### src/rtl/xrv_i_fetch_align_pkg.sv
`default_nettype none
// ============================================================================
// xrv_i_fetch_align_pkg: opcode, funct3 and quadrant constants for the aligner
// Rev 1.0
// ============================================================================
package xrv_i_fetch_align_pkg;

   localparam logic [6:0] OP_LOAD   = 7'b0000011;
   localparam logic [6:0] OP_IMM    = 7'b0010011;
   localparam logic [6:0] OP_STORE  = 7'b0100011;
   localparam logic [6:0] OP_REG    = 7'b0110011;
   localparam logic [6:0] OP_LUI    = 7'b0110111;
   localparam logic [6:0] OP_BRANCH = 7'b1100011;
   localparam logic [6:0] OP_JALR   = 7'b1100111;
   localparam logic [6:0] OP_JAL    = 7'b1101111;

   localparam logic [31:0] INSTR_EBREAK = 32'h0010_0073;

   localparam logic [2:0] F3_ADD = 3'b000;
   localparam logic [2:0] F3_SLL = 3'b001;
   localparam logic [2:0] F3_LW  = 3'b010;
   localparam logic [2:0] F3_XOR = 3'b100;
   localparam logic [2:0] F3_SRL = 3'b101;
   localparam logic [2:0] F3_OR  = 3'b110;
   localparam logic [2:0] F3_AND = 3'b111;
   localparam logic [2:0] F3_BEQ = 3'b000;
   localparam logic [2:0] F3_BNE = 3'b001;

   // Compressed funct3 codes; any code not listed for a quadrant is illegal on RV32C without F/D.
   localparam logic [2:0] CF3_C0_ADDI4SPN = 3'b000;
   localparam logic [2:0] CF3_C0_LW       = 3'b010;
   localparam logic [2:0] CF3_C0_SW       = 3'b110;
   localparam logic [2:0] CF3_C1_ADDI     = 3'b000;
   localparam logic [2:0] CF3_C1_JAL      = 3'b001;
   localparam logic [2:0] CF3_C1_LI       = 3'b010;
   localparam logic [2:0] CF3_C1_LUI      = 3'b011;
   localparam logic [2:0] CF3_C1_ALU      = 3'b100;
   localparam logic [2:0] CF3_C1_J        = 3'b101;
   localparam logic [2:0] CF3_C1_BEQZ     = 3'b110;
   localparam logic [2:0] CF3_C1_BNEZ     = 3'b111;
   localparam logic [2:0] CF3_C2_SLLI     = 3'b000;
   localparam logic [2:0] CF3_C2_LWSP     = 3'b010;
   localparam logic [2:0] CF3_C2_JR       = 3'b100;
   localparam logic [2:0] CF3_C2_SWSP     = 3'b110;

   typedef enum logic [1:0] {
      QUAD_C0 = 2'b00,
      QUAD_C1 = 2'b01,
      QUAD_C2 = 2'b10,
      QUAD_32 = 2'b11
   } quad_e;

   function automatic logic is_hw32(input logic [15:0] hw);
      return hw[1:0] == 2'b11;
   endfunction

endpackage
`default_nettype wire

### src/rtl/xrv_i_fetch_align_rvc_expand.sv
`default_nettype none
// ============================================================================
// xrv_i_rvc_expand: combinational RV32C to RV32I expander with illegal flag
// Rev 1.0
// ============================================================================
module xrv_i_rvc_expand
   import xrv_i_fetch_align_pkg::*;
#(
   parameter bit C_EN = 1'b1
) (
   input  logic [15:0] instr_i,
   output logic [31:0] instr_o,
   output logic        illegal_o
);

   generate
      if (C_EN) begin : g_rvc
         logic [15:0] hw;
         quad_e       quad;
         logic [2:0]  f3;
         logic [4:0]  rd;
         logic [4:0]  rs2;
         logic [4:0]  rdp;
         logic [4:0]  rs1p;
         logic [31:0] exp_instr;
         logic        exp_ill;

         assign hw   = instr_i;
         assign quad = quad_e'(hw[1:0]);
         assign f3   = hw[15:13];
         assign rd   = hw[11:7];
         assign rs2  = hw[6:2];
         assign rdp  = {2'b01, hw[4:2]};
         assign rs1p = {2'b01, hw[9:7]};

         always_comb begin
            exp_instr = 32'h0;
            exp_ill   = 1'b0;
            case (quad)
               QUAD_C0: begin
                  case (f3)
                     CF3_C0_ADDI4SPN: begin
                        exp_ill   = (hw[12:5] == 8'h00);
                        exp_instr = {2'b00, hw[10:7], hw[12:11], hw[5], hw[6], 2'b00,
                                     5'd2, F3_ADD, rdp, OP_IMM};
                     end
                     CF3_C0_LW:
                        exp_instr = {5'b0, hw[5], hw[12:10], hw[6], 2'b00,
                                     rs1p, F3_LW, rdp, OP_LOAD};
                     CF3_C0_SW:
                        exp_instr = {5'b0, hw[5], hw[12], rdp, rs1p, F3_LW,
                                     hw[11:10], hw[6], 2'b00, OP_STORE};
                     default: exp_ill = 1'b1;
                  endcase
               end
               QUAD_C1: begin
                  case (f3)
                     CF3_C1_ADDI:
                        exp_instr = {{7{hw[12]}}, hw[6:2], rd, F3_ADD, rd, OP_IMM};
                     CF3_C1_JAL, CF3_C1_J:
                        exp_instr = {hw[12], hw[8], hw[10:9], hw[6], hw[7], hw[2], hw[11],
                                     hw[5:3], hw[12], {8{hw[12]}},
                                     (f3 == CF3_C1_JAL) ? 5'd1 : 5'd0, OP_JAL};
                     CF3_C1_LI:
                        exp_instr = {{7{hw[12]}}, hw[6:2], 5'd0, F3_ADD, rd, OP_IMM};
                     CF3_C1_LUI: begin
                        exp_ill = ({hw[12], hw[6:2]} == 6'h00);
                        if (rd == 5'd2) begin
                           exp_instr = {{3{hw[12]}}, hw[4:3], hw[5], hw[2], hw[6], 4'b0000,
                                        5'd2, F3_ADD, 5'd2, OP_IMM};
                        end else begin
                           exp_instr = {{15{hw[12]}}, hw[6:2], rd, OP_LUI};
                        end
                     end
                     CF3_C1_ALU: begin
                        case (hw[11:10])
                           2'b00: begin
                              exp_ill   = hw[12];
                              exp_instr = {7'b0000000, hw[6:2], rs1p, F3_SRL, rs1p, OP_IMM};
                           end
                           2'b01: begin
                              exp_ill   = hw[12];
                              exp_instr = {7'b0100000, hw[6:2], rs1p, F3_SRL, rs1p, OP_IMM};
                           end
                           2'b10:
                              exp_instr = {{7{hw[12]}}, hw[6:2], rs1p, F3_AND, rs1p, OP_IMM};
                           default: begin
                              // bit 12 set selects c.subw/c.addw and reserved codes
                              exp_ill = hw[12];
                              case (hw[6:5])
                                 2'b00:   exp_instr = {7'b0100000, rdp, rs1p, F3_ADD, rs1p, OP_REG};
                                 2'b01:   exp_instr = {7'b0000000, rdp, rs1p, F3_XOR, rs1p, OP_REG};
                                 2'b10:   exp_instr = {7'b0000000, rdp, rs1p, F3_OR, rs1p, OP_REG};
                                 default: exp_instr = {7'b0000000, rdp, rs1p, F3_AND, rs1p, OP_REG};
                              endcase
                           end
                        endcase
                     end
                     CF3_C1_BEQZ, CF3_C1_BNEZ:
                        exp_instr = {{4{hw[12]}}, hw[6:5], hw[2], 5'd0, rs1p,
                                     (f3 == CF3_C1_BEQZ) ? F3_BEQ : F3_BNE,
                                     hw[11:10], hw[4:3], hw[12], OP_BRANCH};
                     default: exp_ill = 1'b1;
                  endcase
               end
               QUAD_C2: begin
                  case (f3)
                     CF3_C2_SLLI: begin
                        exp_ill   = hw[12];
                        exp_instr = {7'b0000000, hw[6:2], rd, F3_SLL, rd, OP_IMM};
                     end
                     CF3_C2_LWSP: begin
                        exp_ill   = (rd == 5'd0);
                        exp_instr = {4'b0000, hw[3:2], hw[12], hw[6:4], 2'b00,
                                     5'd2, F3_LW, rd, OP_LOAD};
                     end
                     CF3_C2_JR: begin
                        if (!hw[12]) begin
                           if (rs2 == 5'd0) begin
                              exp_ill   = (rd == 5'd0);
                              exp_instr = {12'h000, rd, F3_ADD, 5'd0, OP_JALR};
                           end else begin
                              exp_instr = {7'b0000000, rs2, 5'd0, F3_ADD, rd, OP_REG};
                           end
                        end else if (rs2 == 5'd0) begin
                           exp_instr = (rd == 5'd0) ? INSTR_EBREAK
                                                    : {12'h000, rd, F3_ADD, 5'd1, OP_JALR};
                        end else begin
                           exp_instr = {7'b0000000, rs2, rd, F3_ADD, rd, OP_REG};
                        end
                     end
                     CF3_C2_SWSP:
                        exp_instr = {4'b0000, hw[8:7], hw[12], rs2, 5'd2, F3_LW,
                                     hw[11:9], 2'b00, OP_STORE};
                     default: exp_ill = 1'b1;
                  endcase
               end
               default: exp_ill = 1'b1;
            endcase
         end

         assign instr_o   = exp_ill ? {16'h0000, instr_i} : exp_instr;
         assign illegal_o = exp_ill;
      end else begin : g_no_rvc
         assign instr_o   = {16'h0000, instr_i};
         assign illegal_o = 1'b1;
      end
   endgenerate

endmodule
`default_nettype wire

### src/rtl/xrv_i_fetch_align.sv
`default_nettype none
// ============================================================================
// xrv_i_fetch_align: halfword buffer aligning fetch words into instructions
// Rev 1.0
// ============================================================================
module xrv_i_fetch_align
   import xrv_i_fetch_align_pkg::*;
#(
   parameter int          DEPTH_HW = 6,
   parameter bit          C_EN     = 1'b1,
   parameter logic [31:0] RESET_PC = 32'h0000_0000
) (
   input  logic        clk,
   input  logic        rstn,
   input  logic        flush_i,
   input  logic [31:0] flush_pc_i,
   input  logic        fetch_valid_i,
   output logic        fetch_ready_o,
   input  logic [31:0] fetch_data_i,
   output logic        instr_valid_o,
   input  logic        instr_ready_i,
   output logic [31:0] instr_o,
   output logic [31:0] instr_pc_o,
   output logic        instr_c_o,
   output logic        instr_illegal_o
);

   localparam int PTR_W = $clog2(DEPTH_HW);
   localparam int CNT_W = $clog2(DEPTH_HW + 1);
   localparam logic [PTR_W:0]   DEPTH_S     = (PTR_W + 1)'(DEPTH_HW);
   localparam logic [CNT_W-1:0] CNT_RDY_MAX = CNT_W'(DEPTH_HW - 2);

   logic [15:0]      hbuf_q [DEPTH_HW];
   logic [PTR_W-1:0] head_q, head_d;
   logic [CNT_W-1:0] count_q, count_d;
   logic [31:0]      pc_q, pc_d;
   logic             skip_q, skip_d;

   logic [15:0]      head_hw;
   logic [15:0]      next_hw;
   logic             head_32;
   logic             push;
   logic             pop;
   logic [PTR_W-1:0] tail;
   logic [PTR_W-1:0] tail_p1;
   logic [CNT_W-1:0] push_hw;
   logic [CNT_W-1:0] pop_hw;
   logic [31:0]      exp_instr;
   logic             exp_ill;
   logic             unused_flush_pc_lsb;

   // Circular add; the sum never reaches twice the depth, so one subtraction wraps it.
   function automatic logic [PTR_W-1:0] ptr_add(input logic [PTR_W-1:0] p,
                                                input logic [CNT_W-1:0] n);
      logic [PTR_W:0] s;
      s = {1'b0, p} + (PTR_W + 1)'(n);
      if (s >= DEPTH_S) begin
         s = s - DEPTH_S;
      end
      return s[PTR_W-1:0];
   endfunction

   assign unused_flush_pc_lsb = flush_pc_i[0];

   assign head_hw = hbuf_q[head_q];
   assign next_hw = hbuf_q[ptr_add(head_q, CNT_W'(1))];
   assign head_32 = is_hw32(head_hw);
   assign tail    = ptr_add(head_q, count_q);
   assign tail_p1 = ptr_add(tail, CNT_W'(1));

   assign fetch_ready_o = (count_q <= CNT_RDY_MAX);
   assign instr_valid_o = !flush_i &&
                          ((count_q >= CNT_W'(2)) || ((count_q == CNT_W'(1)) && !head_32));
   assign push          = fetch_valid_i && fetch_ready_o && !flush_i;
   assign pop           = instr_valid_o && instr_ready_i;
   assign push_hw       = skip_q ? CNT_W'(1) : CNT_W'(2);
   assign pop_hw        = head_32 ? CNT_W'(2) : CNT_W'(1);

   xrv_i_rvc_expand #(
      .C_EN (C_EN)
   ) u_rvc_expand (
      .instr_i   (head_hw),
      .instr_o   (exp_instr),
      .illegal_o (exp_ill)
   );

   assign instr_o         = head_32 ? {next_hw, head_hw} : exp_instr;
   assign instr_pc_o      = pc_q;
   assign instr_c_o       = !head_32;
   assign instr_illegal_o = !head_32 && exp_ill;

   always_comb begin
      head_d  = head_q;
      count_d = count_q;
      pc_d    = pc_q;
      skip_d  = skip_q;
      if (flush_i) begin
         count_d = '0;
         pc_d    = {flush_pc_i[31:1], 1'b0};
         skip_d  = flush_pc_i[1];
      end else begin
         if (pop) begin
            head_d = ptr_add(head_q, pop_hw);
            pc_d   = pc_q + (head_32 ? 32'd4 : 32'd2);
         end
         count_d = count_q + (push ? push_hw : '0) - (pop ? pop_hw : '0);
         if (push) begin
            skip_d = 1'b0;
         end
      end
   end

   always_ff @(posedge clk or negedge rstn) begin
      if (!rstn) begin
         head_q  <= '0;
         count_q <= '0;
         pc_q    <= {RESET_PC[31:1], 1'b0};
         skip_q  <= RESET_PC[1];
      end else begin
         head_q  <= head_d;
         count_q <= count_d;
         pc_q    <= pc_d;
         skip_q  <= skip_d;
      end
   end

   // Payload storage needs no reset: entries beyond count are never presented as valid.
   always_ff @(posedge clk) begin
      if (push) begin
         if (skip_q) begin
            hbuf_q[tail] <= fetch_data_i[31:16];
         end else begin
            hbuf_q[tail]    <= fetch_data_i[15:0];
            hbuf_q[tail_p1] <= fetch_data_i[31:16];
         end
      end
   end

endmodule
`default_nettype wire
### config.mk
export PLATFORM = sky130hd
export DESIGN_NAME = xrv_i_fetch_align
export DESIGN_NICKNAME = d
export VERILOG_FILES = /design/src/rtl/xrv_i_fetch_align_pkg.sv /design/src/rtl/xrv_i_fetch_align_rvc_expand.sv /design/src/rtl/xrv_i_fetch_align.sv
export SDC_FILE = /design/constraint.sdc
export NUM_CORES = 1
export LEC_CHECK = 0
export BUFFER_PORTS_ARGS = -buffer_cell sky130_fd_sc_hd__clkbuf_2
export CORE_UTILIZATION = 51
export CTS_CLUSTER_DIAMETER = 50
export CTS_CLUSTER_SIZE = 8
export DETAILED_ROUTE_END_ITERATION = 12
export PLACE_DENSITY = 0.8
export RECOVER_POWER = 100
export SLEW_MARGIN = 25
export SYNTH_ARGS = -nofsm -noshare
export SYNTH_HDL_FRONTEND = slang
export SYNTH_SLANG_ARGS = --single-unit
export TNS_END_PERCENT = 5
### constraint.sdc
create_clock -name clk -period 11.9 [get_ports clk]
set_input_delay 0.595 -clock clk [delete_from_list [all_inputs] [get_ports clk]]
set_output_delay 0.595 -clock clk [all_outputs]
set_load 0.1 [all_outputs]
==> reports/qor.txt, run 1 <==
Area growth, synth to finish = 13.0%
Ys async rst share = 28.4%
DIE AREA = 0.0206 mm²
Total CTS buffers = 17
Die width = 144 µm
Library cells used by synthesis = 79
Non-filler cells in the finished layout = 1397
Synth Area per Inst = 10.1 µm²
Crit Reg-Reg Startpoint = head_q[0]
Largest net degree at the start of global routing = 43
Failing checks = max-capacitance violations, max-slew violations
Tcrit/Tclk final = 72.8%
Routed Antenna Nets = 0
CTS Hold Bufs = 0
Core area = 0.0195 mm²
Setup Buffers After CTS = 0
Critical path data arrival time = 8.97 ns
TritonCTS clock tree = yes
Tot GR Track Use = 32.2%
Final hold violations = 0
Max Root-Sink Buffers = 2
Setup violators final = 0
DRT iter0 DRCs = 1138
DP HPWL = 21600 µm
Yosys warning total = 0
Wirelength, routed = 32600 µm
Max FO, Critical Path = 42
First-pass GRT wire length = 50100 µm
Post-layout nets = 1205
Initial Util = 52.3%
Commonest non-fill, non-tap cell in the layout = nand2_1
RSZ-0062 raised after global routing = no
Status = finished with violations
Setup Skew = 0.0122 ns
PortBufs = 134
MaxCap Viol Count = 3
Top cells by area, synth = edfxtp_1 28%, mux2_2 13%, dfrtp_1 9.3%
Io pins = 137
Most frequent cells in the layout = 133 x nand2_1, 120 x mux2_2, 96 x edfxtp_1
Main synth FF type = edfxtp_1
EDFF count, synth = 96
Mapped Cells = 1014
WL per Instance = 23.3 µm
Crit path from = head_q[0]
HP Start = flush_pc_i[25]
Post-synth net total = 1101
Core Rows = 51
Layout cells sized above 1 = 24.6%
FMAX = 115 MHz
FF+latch count, synth = 134
CTS Root Cell = clkbuf_16
Worst slew pin tran = 3.00 ns
Worst skew pair latency = 0.43 ns
Initial antenna violation count = 0
Critical path type = reg2reg
Post-synthesis sequential area ratio = 37.5%
Placer congestion estimate = 0.984
Sink Count = 134
Crit start category = flip-flop
Proportion of netlist area held by the largest area contributor = 28.2%
Cell taking the most area after synthesis = edfxtp_1
Critical Path End Type = flip-flop
Post-DR vias/cell = 6.78
H-tree levels = 4
Fin crit period = 8.66 ns
Final Max Slew Viols = 82
Setup TNS = 0 ns
Slew HR = -99.8%
Hold WC Path Type = in2reg
Via count = 9476
Reg clk slew, reported paths = 0.06 ns
Post_cts resized = 0
WP data required = 12.20 ns
Router iterations before antenna repair = 6
Chip height = 144 µm
Mapped cell area = 0.0102 mm²
Post-Place Cells = 1364
Vias in the first global route = 9051
Drt drc = 0
Global route overflow = 0
[cells in the mapped netlist (all sizes together), types with 19 or more instances]
cell	number
nand2	134
mux2	121
edfxtp	96
o21ai	82
mux2i	67
nor2	48
a21oi	47
buf	43
dfrtp	38
nand3	30
clkbuf	29
o311ai	21
and3	19
nor3	19
[per-stage QoR]
step	utilization, %	hold slack, ns	area, µm²	worst slack (ns)
3_3_place_gp	56.6	0.532	11000	5.55
2_1_floorplan	-	0.299	10200	6.20
4_1_cts	59.9	0.229	11700	5.32
3_5_place_dp	56.6	0.544	11000	5.31
6_report	59.1	0.378	11500	3.24
5_1_grt	59.1	0.372	11500	2.79
[worst max-delay path: stages (launching register included)]
cell and delay [ns]:
dfrtp_4 0.86, clkbuf_1 2.17, mux2i_1 0.36, nand2_1 0.11, and3_1 0.46, nand2_1 0.77
clkinv_1 0.74, ha_1 0.52, a21oi_1 0.11, or3_1 0.50, or3_1 0.52, nor4_1 0.67
and3_1 0.29, a31oi_1 0.09, o21ai_0 0.17, o311ai_1 0.12
[registers in the layout, indices dropped and copies added (netlist names)]
| name | cells |
|---|---|
| count_q | 3 |
| hbuf_q | 96 |
| head_q | 3 |
| instr_pc_o | 31 |
| skip_q | 1 |
[cell families after synthesis]
family,synth area share (%)
other,0.0367
AOI/OAI and AO/OA,17.5
xor gates and xnor gates,0.686
DFF,37.5
muxes,23.4
and+or+nand+nor,13.9
adders and majority gates,2.57
buffers and inverters,4.38
[metal layers]
metal	vias up	track usage [%]	share of wire [%]
met3	144	6.26	11
li1	4140	-	-
met4	0	17.4	4.2
met1	4496	43.5	39
met2	696	48.8	46
met5	-	0	0
[final timing paths]
kind,depth (start not counted),to,slack [ns]
worst max-delay path,15,instr_pc_o[28],3.24
worst min-delay path,3,instr_pc_o[25],0.38
worst max register to register,15,instr_pc_o[28],3.24
worst min register to register,1,instr_pc_o[30],0.55
max in group asynchronous,2,head_q[0],9.50
min in group asynchronous,2,instr_pc_o[27],0.88
[layout make-up]
cell class,instances,area (µm²)
fillers,1690,7980
multi-input cells,789,5940
flip-flops and latches,134,3840
repair buffers,157,722
clock buffers,25,572
well taps,265,332
clock inverters,7,71.3
inverters,19,71.3
diodes,1,2.50
Power of run 1 is left out: the tool's default activity adds up to more than one toggle a clock period on the data nets, which glitch-free logic cannot reach.
==> run 2, diff against run 1 <==
Clock period 11.9 ns to 8.8 ns, I/O delays scaled along.
==> run 2 against run 1 <==
Against the previous run: the run still ends with max-capacitance violations, max-slew violations left; cell area shrank 0.36%; wire length shrank 2.6%; count of clock-buffer cells in the layout shrank 5; setup slack lost 1.7 ns; global-route usage shrank 1.2 points; largest cell class unchanged; die area is the same.
==> reports/qor.txt, run 2 (synthesis gave the netlist of run 1 again) <==
Status = finished with violations
Failing checks = max-capacitance violations, max-slew violations
Worst path slowest cell = dfrtp_1
Worst skew pair latency = 0.43 ns (about the same)
Slowest stage delay, CP = 1.75 ns (-0.42 ns)
Crit-path cells = buf_4 -> mux2i_1 -> a22oi_1 -> and2_1 -> nor2_2 -> o221ai_1 -> o21ai_2 -> nand2_1 -> o22ai_1 -> clkbuf_1
Post-layout nets = 1203 (-0.17%)
Hold WC Path Type = in2reg
Most frequent cells in the layout = 133 x nand2_1, 121 x mux2_2, 96 x edfxtp_1
DIE AREA = 0.0206 mm² (unchanged)
Largest register by flop count = hbuf_q
Crit path from = head_q[0]
Setup Buffers After CTS = 0 (unchanged)
Routed Antenna Nets = 0 (unchanged)
DRT iter0 DRCs = 1189 (+4.5%)
Largest register FFs = 96 (unchanged)
TritonCTS clock tree = yes
Setup violators final = 0 (unchanged)
Ant diodes = 0 (-1)
Sink Count = 134 (unchanged)
Post-DR vias/cell = 6.68 (-1.5%)
Setup Skew = 0.0147 ns (+0.00246 ns)
Crit start category = flip-flop
Io pins = 137 (unchanged)
Tcrit/Tclk final = 82.4%
HP Start = flush_pc_i[24]
Final Max Slew Viols = 82 (unchanged)
FMAX = 138 MHz
Hold endpoint = instr_pc_o[24]
Layout cells sized above 1 = 24.9% (+0.31 points)
R2r setup slk = 1.70 ns (-1.54 ns)
Drt drc = 0 (unchanged)
Die width = 144 µm (unchanged)
Area growth, synth to finish = 12.6%
Vias in the first global route = 8804 (-2.7%)
WL per Instance = 22.8 µm (-2.4%)
Critical path data arrival time = 6.81 ns (-2.16 ns)
Initial Util = 52.3% (unchanged)
Reg clk slew, reported paths = 0.07 ns (about the same)
PortBufs = 134 (unchanged)
Worst slew pin tran = 2.12 ns (-0.879 ns)
Reg2reg end = instr_pc_o[28]
First-pass GRT wire length = 48300 µm (-3.5%)
Total CTS buffers = 17 (unchanged)
Area of the multi-input gates = 0.00596 mm² (+0.34%)
Initial antenna violation count = 0 (unchanged)
Core area = 0.0195 mm² (unchanged)
DP HPWL = 21100 µm (-2.2%)
Fin crit period = 7.25 ns
MaxCap Viol Count = 2 (-1)
Final hold violations = 0 (unchanged)
Tot GR Track Use = 31.0% (-1.2 points)
Critical path type = reg2out
Chip height = 144 µm (unchanged)
CTS Hold Bufs = 0 (unchanged)
Router iterations before antenna repair = 6 (unchanged)
Post_cts resized = 0 (unchanged)
RSZ-0062 raised after global routing = no
CTS Root Cell = clkbuf_16
WP data required = 8.36 ns (-3.84 ns)
Largest net degree at the start of global routing = 43 (unchanged)
Commonest non-fill, non-tap cell in the layout = nand2_1
Wirelength, routed = 31700 µm (-2.6%)
Max FO, Critical Path = 42 (unchanged)
Reg area = 0.00383 mm² (about the same)
Crit Reg-Reg Startpoint = head_q[0]
Worst-case reg-to-reg path depth = 15 (unchanged)
Max Root-Sink Buffers = 2 (unchanged)
Placer congestion estimate = 1.01 (+2.5%)
Via count = 9311 (-1.7%)
Critical Path End Type = primary output
H-tree levels = 4 (unchanged)
Fillers = 1704 (+0.83%)
Core Rows = 51 (unchanged)
Setup TNS = 0 ns (unchanged)
Hold path depth = 3 (unchanged)
Slew HR = -41.2% (+59 points)
Global route overflow = 0 (unchanged)
[run 2: changes by cell type in the layout (fill, tap and decap cells not counted), sizes merged]
| cell | delta |
|---|---|
| clkbuf | -6 |
| clkinvlp | +2 |
| inv | +2 |
| buf | -1 |
| bufinv | +1 |
| diode | -1 |
[run 2: worst max-delay path by stage]
stage	to	slack, ns	cells after the start
global placement	instr_pc_o[28]	2.93	15
finish	instr_o[22]	1.55	10
global route	instr_o[23]	1.24	10
CTS	instr_pc_o[28]	2.77	15
detailed placement	instr_pc_o[28]	2.85	15
floorplan	instr_o[28]	3.26	9
[run 2: through the flow]
step,util [%],cells,hold WS [ns],area [µm²],worst slack [ns]
detailed placement,56.5,1362,0.541,11000,2.85
floorplan,-,1014,0.144,10200,3.26
global placement,56.5,1362,0.535,11000,2.93
global route,58.9,1394,0.231,11500,1.24
finish,58.9,1394,0.216,11500,1.55
CTS,59.6,1394,0.185,11600,2.77
[run 2: critical path: cells and delay by family, from the launching register on]
family	cells	cell delay (ns)
buffers and inverters	2	1.67
AOI/OAI and AO/OA	4	1.16
muxes	1	0.30
DFF	1	1.75
and+or+nand+nor	3	1.41
[run 2: routing by layer]
layer  up-vias  wire (µm)  global-route usage [%]
li1       4133          -                       -
met1      4482      12900                    42.1
met2       595      14400                    46.7
met3       101       3420                    6.20
met4         0       1080                    16.6
met5         -          0                       0
[run 2: layout make-up]
type                    instances  share of cell area (%)
clock buffers                  20                    3.97
clock inverters                12                    1.23
inverters                      19                   0.620
multi-input cells             789                    51.8
flip-flops and latches        134                    33.3
well taps                     265                    2.88
repair buffers                155                    6.19
Power of run 2 is left out for the same reason.
==> run 3, diff against run 2 <==
Settings changed: ABC_AREA set to 1, PLACE_DENSITY 0.8 to 0.82.
Clock period 8.8 ns to 6.2 ns, I/O delays scaled along.
==> run 3 against run 2 <==
Against the previous run: the flow still finishes with violations (max-capacitance violations, max-slew violations); synthesized cell count rose by 58%; highest routed layer unchanged; register-to-register slack worse by 0.90 ns; flip-flop and latch count is the same; setup slack lost 0.79 ns; critical endpoint is now instr_o[0]; area after synthesis rose by 5.0%.
==> reports/qor.txt, run 3 <==
PortBufs = 134 (unchanged)
Synth Area per Inst = 6.71 µm² (-33%)
Sink Count = 134 (unchanged)
FMAX = 184 MHz
Placer congestion estimate = 1.06 (+5.1%)
Core Rows = 52 (+2.0%)
Layout Utilization = 58.8% (-0.10 points)
TritonCTS clock tree = yes
Most frequent cells in the layout = 675 x nand2_1, 176 x o21ai_0, 155 x nand3_1
HP Start = flush_pc_i[27]
Max FO, Critical Path = 48 (+14%)
Post-layout nets = 1786 (+48%)
Mapped Cells = 1599 (+58%)
Router iterations before antenna repair = 6 (unchanged)
Area growth, synth to finish = 12.0%
Proportion of netlist area held by the largest area contributor = 26.9% (-1.3 points)
Setup violators final = 0 (unchanged)
Setup TNS = 0 ns (unchanged)
EDFF count, synth = 96 (unchanged)
Most common library cells after synthesis = 675 x nand2_1, 157 x o21ai_0, 154 x nand3_1
Mapped cell area = 0.0107 mm² (+5.0%)
Drt drc = 0 (unchanged)
Largest register by flop count = hbuf_q
Main synth FF type = edfxtp_1
Fin crit period = 5.44 ns
WL per Instance = 17.9 µm (-22%)
Critical Path End Type = primary output
FF+latch count, synth = 134 (unchanged)
Largest family of logic cells by synthesized area = simple AND/OR/NAND/NOR gates
Status = finished with violations
Reg clk slew, reported paths = 0.06 ns (about the same)
Slew HR = -40.1% (+1.1 points)
Post-DR vias/cell = 5.66 (-15%)
Chip height = 147 µm (+2.4%)
WP data required = 5.89 ns (-2.47 ns)
Initial Util = 52.5% (+0.19 points)
Xor-xnor portion of the synthesized cell area = 2.78% (+2.1 points)
RSZ-0062 raised after global routing = no
Hold WC Path Type = in2reg
Via count = 11200 (+20%)
CTS Root Cell = clkbuf_16
Cell taking the most area after synthesis = edfxtp_1
Post-Synth Adder-Cell Area = 2.45% (-0.12 points)
Max Root-Sink Buffers = 2 (unchanged)
Library cells used by synthesis = 47 (-41%)
DRT iter0 DRCs = 1064 (-11%)
Failing checks = max-capacitance violations, max-slew violations
Largest net degree at the start of global routing = 82 (+91%)
Mux cell area share after synthesis = 1.49% (-22 points)
First-pass GRT wire length = 56100 µm (+16%)
Metal3 WL = 3570 µm (+4.6%)
Yosys warning total = 0 (unchanged)
Layout cells sized above 1 = 10.3% (-15 points)
Crit path from = head_q[0]
Setup Buffers After CTS = 0 (unchanged)
Final hold violations = 0 (unchanged)
Top cells by area, synth = edfxtp_1 27%, nand2_1 24%, dfrtp_1 8.9%
Crit Reg-Reg Startpoint = head_q[0]
Detailed-routed wire length on met2 = 16400 µm (+14%)
Die width = 147 µm (+2.4%)
Final Max Slew Viols = 93 (+13%)
Post-synth net total = 1686 (+53%)
Initial antenna violation count = 0 (unchanged)
Critical path data arrival time = 5.13 ns (-1.68 ns)
Post-synthesis sequential area ratio = 35.7% (-1.8 points)
Ys async rst share = 28.4% (unchanged)
MaxCap Viol Count = 3 (+1)
Vias in the first global route = 10500 (+19%)
DP HPWL = 25000 µm (+19%)
Most common cell in the synthesized netlist = nand2_1
Simple-gate area share of the yosys netlist = 36.5% (+23 points)
Tot GR Track Use = 33.3% (+2.3 points)
Worst skew pair latency = 0.42 ns (about the same)
Worst slew pin tran = 2.10 ns (-0.0165 ns)
Total CTS buffers = 17 (unchanged)
DIE AREA = 0.0216 mm² (+4.9%)
Global route overflow = 0 (unchanged)
Tcrit/Tclk final = 87.7%
Ant diodes = 0 (unchanged)
Routed Antenna Nets = 0 (unchanged)
Largest register FFs = 96 (unchanged)
Critical path type = reg2out
Post_cts resized = 0 (unchanged)
Crit start category = flip-flop
H-tree levels = 4 (unchanged)
CTS Hold Bufs = 0 (unchanged)
Commonest non-fill, non-tap cell in the layout = nand2_1
Top sig layer = met4
Core area = 0.0204 mm² (+4.6%)
WL met1 = 14300 µm (+12%)
Io pins = 137 (unchanged)
Wirelength, routed = 35400 µm (+12%)
Compound-Gate Fraction of Synth Area = 13.0% (-4.5 points)
Setup Skew = 0.00831 ns (-0.00635 ns)
## run 3: cell count changes in the layout (fill, tap and decap cells not counted), sizes merged, moves of 21 or more
| cell | previous run | this run |
|---|---|---|
| inv | 23 | 122 |
| mux2i | 67 | 16 |
| o21ai | 82 | 192 |
| o311ai | 21 | 0 |
| mux2 | 121 | 0 |
| nand2 | 134 | 686 |
| nor2 | 48 | 77 |
| nand3 | 30 | 160 |
## run 3: kinds of logic (layout without fill, tap and decap cells)
group	count (synthesis)	in the layout
other	1	1
buffers and inverters	194	307
adders and majority gates	18	18
muxes	16	16
AOI/OAI and AO/OA	258	258
DFF	134	134
xor gates and xnor gates	34	34
and+or+nand+nor	944	944
## run 3: critical path, stage by stage (launching register included)
cell and delay (ns):
dfrtp_4 0.62, buf_4 0.50, nand2_1 0.11, nand3_1 0.11
nand2_1 0.08, o21ai_1 1.26, nor2_4 0.22, nand3_1 0.15
nand2_1 0.06, nand2_1 0.13, nand2_1 0.08, inv_2 0.09
nand3_4 0.18, nand2_1 0.20, clkbuf_1 0.87
## run 3: per-stage QoR
step	hold slack (ns)	cell area, µm²	cells	worst slack, ns
2_1_floorplan	0.0144	10700	1599	1.25
3_3_place_gp	0.500	11500	1950	1.50
3_5_place_dp	0.511	11500	1950	1.41
4_1_cts	0.0683	12100	1982	1.39
5_1_grt	0.106	12000	1982	0.442
6_report	0.0984	12000	1982	0.762
## run 3: metal layers
metal | GRT usage, % | vias up
met3 | 4.16 | 71
met4 | 13.7 | 0
met5 | 0 | -
li1 | - | 5441
met1 | 45.5 | 5065
met2 | 53.6 | 638
## run 3: final timing paths
| path | cells after the start | to | slack (ns) |
|---|---|---|---|
| max | 14 | instr_o[0] | 0.76 |
| min | 3 | instr_pc_o[27] | 0.1 |
| max reg2reg | 15 | hbuf_q[4][5] | 0.80 |
| min reg2reg | 2 | instr_pc_o[1] | 0.53 |
| max in group asynchronous | 1 | head_q[0] | 4.22 |
| min in group asynchronous | 1 | instr_pc_o[25] | 0.49 |
## run 3: final cells by class
cell class,instances,area [µm²]
Sequential cell,134,3840
Multi-Input combinational cell,1271,6010
Tap cell,270,338
Inverter,120,458
Fill cell,1861,8410
Timing Repair Buffer,155,737
Clock inverter,13,203
Clock buffer,19,433
Power of run 3 is left out for the same reason.
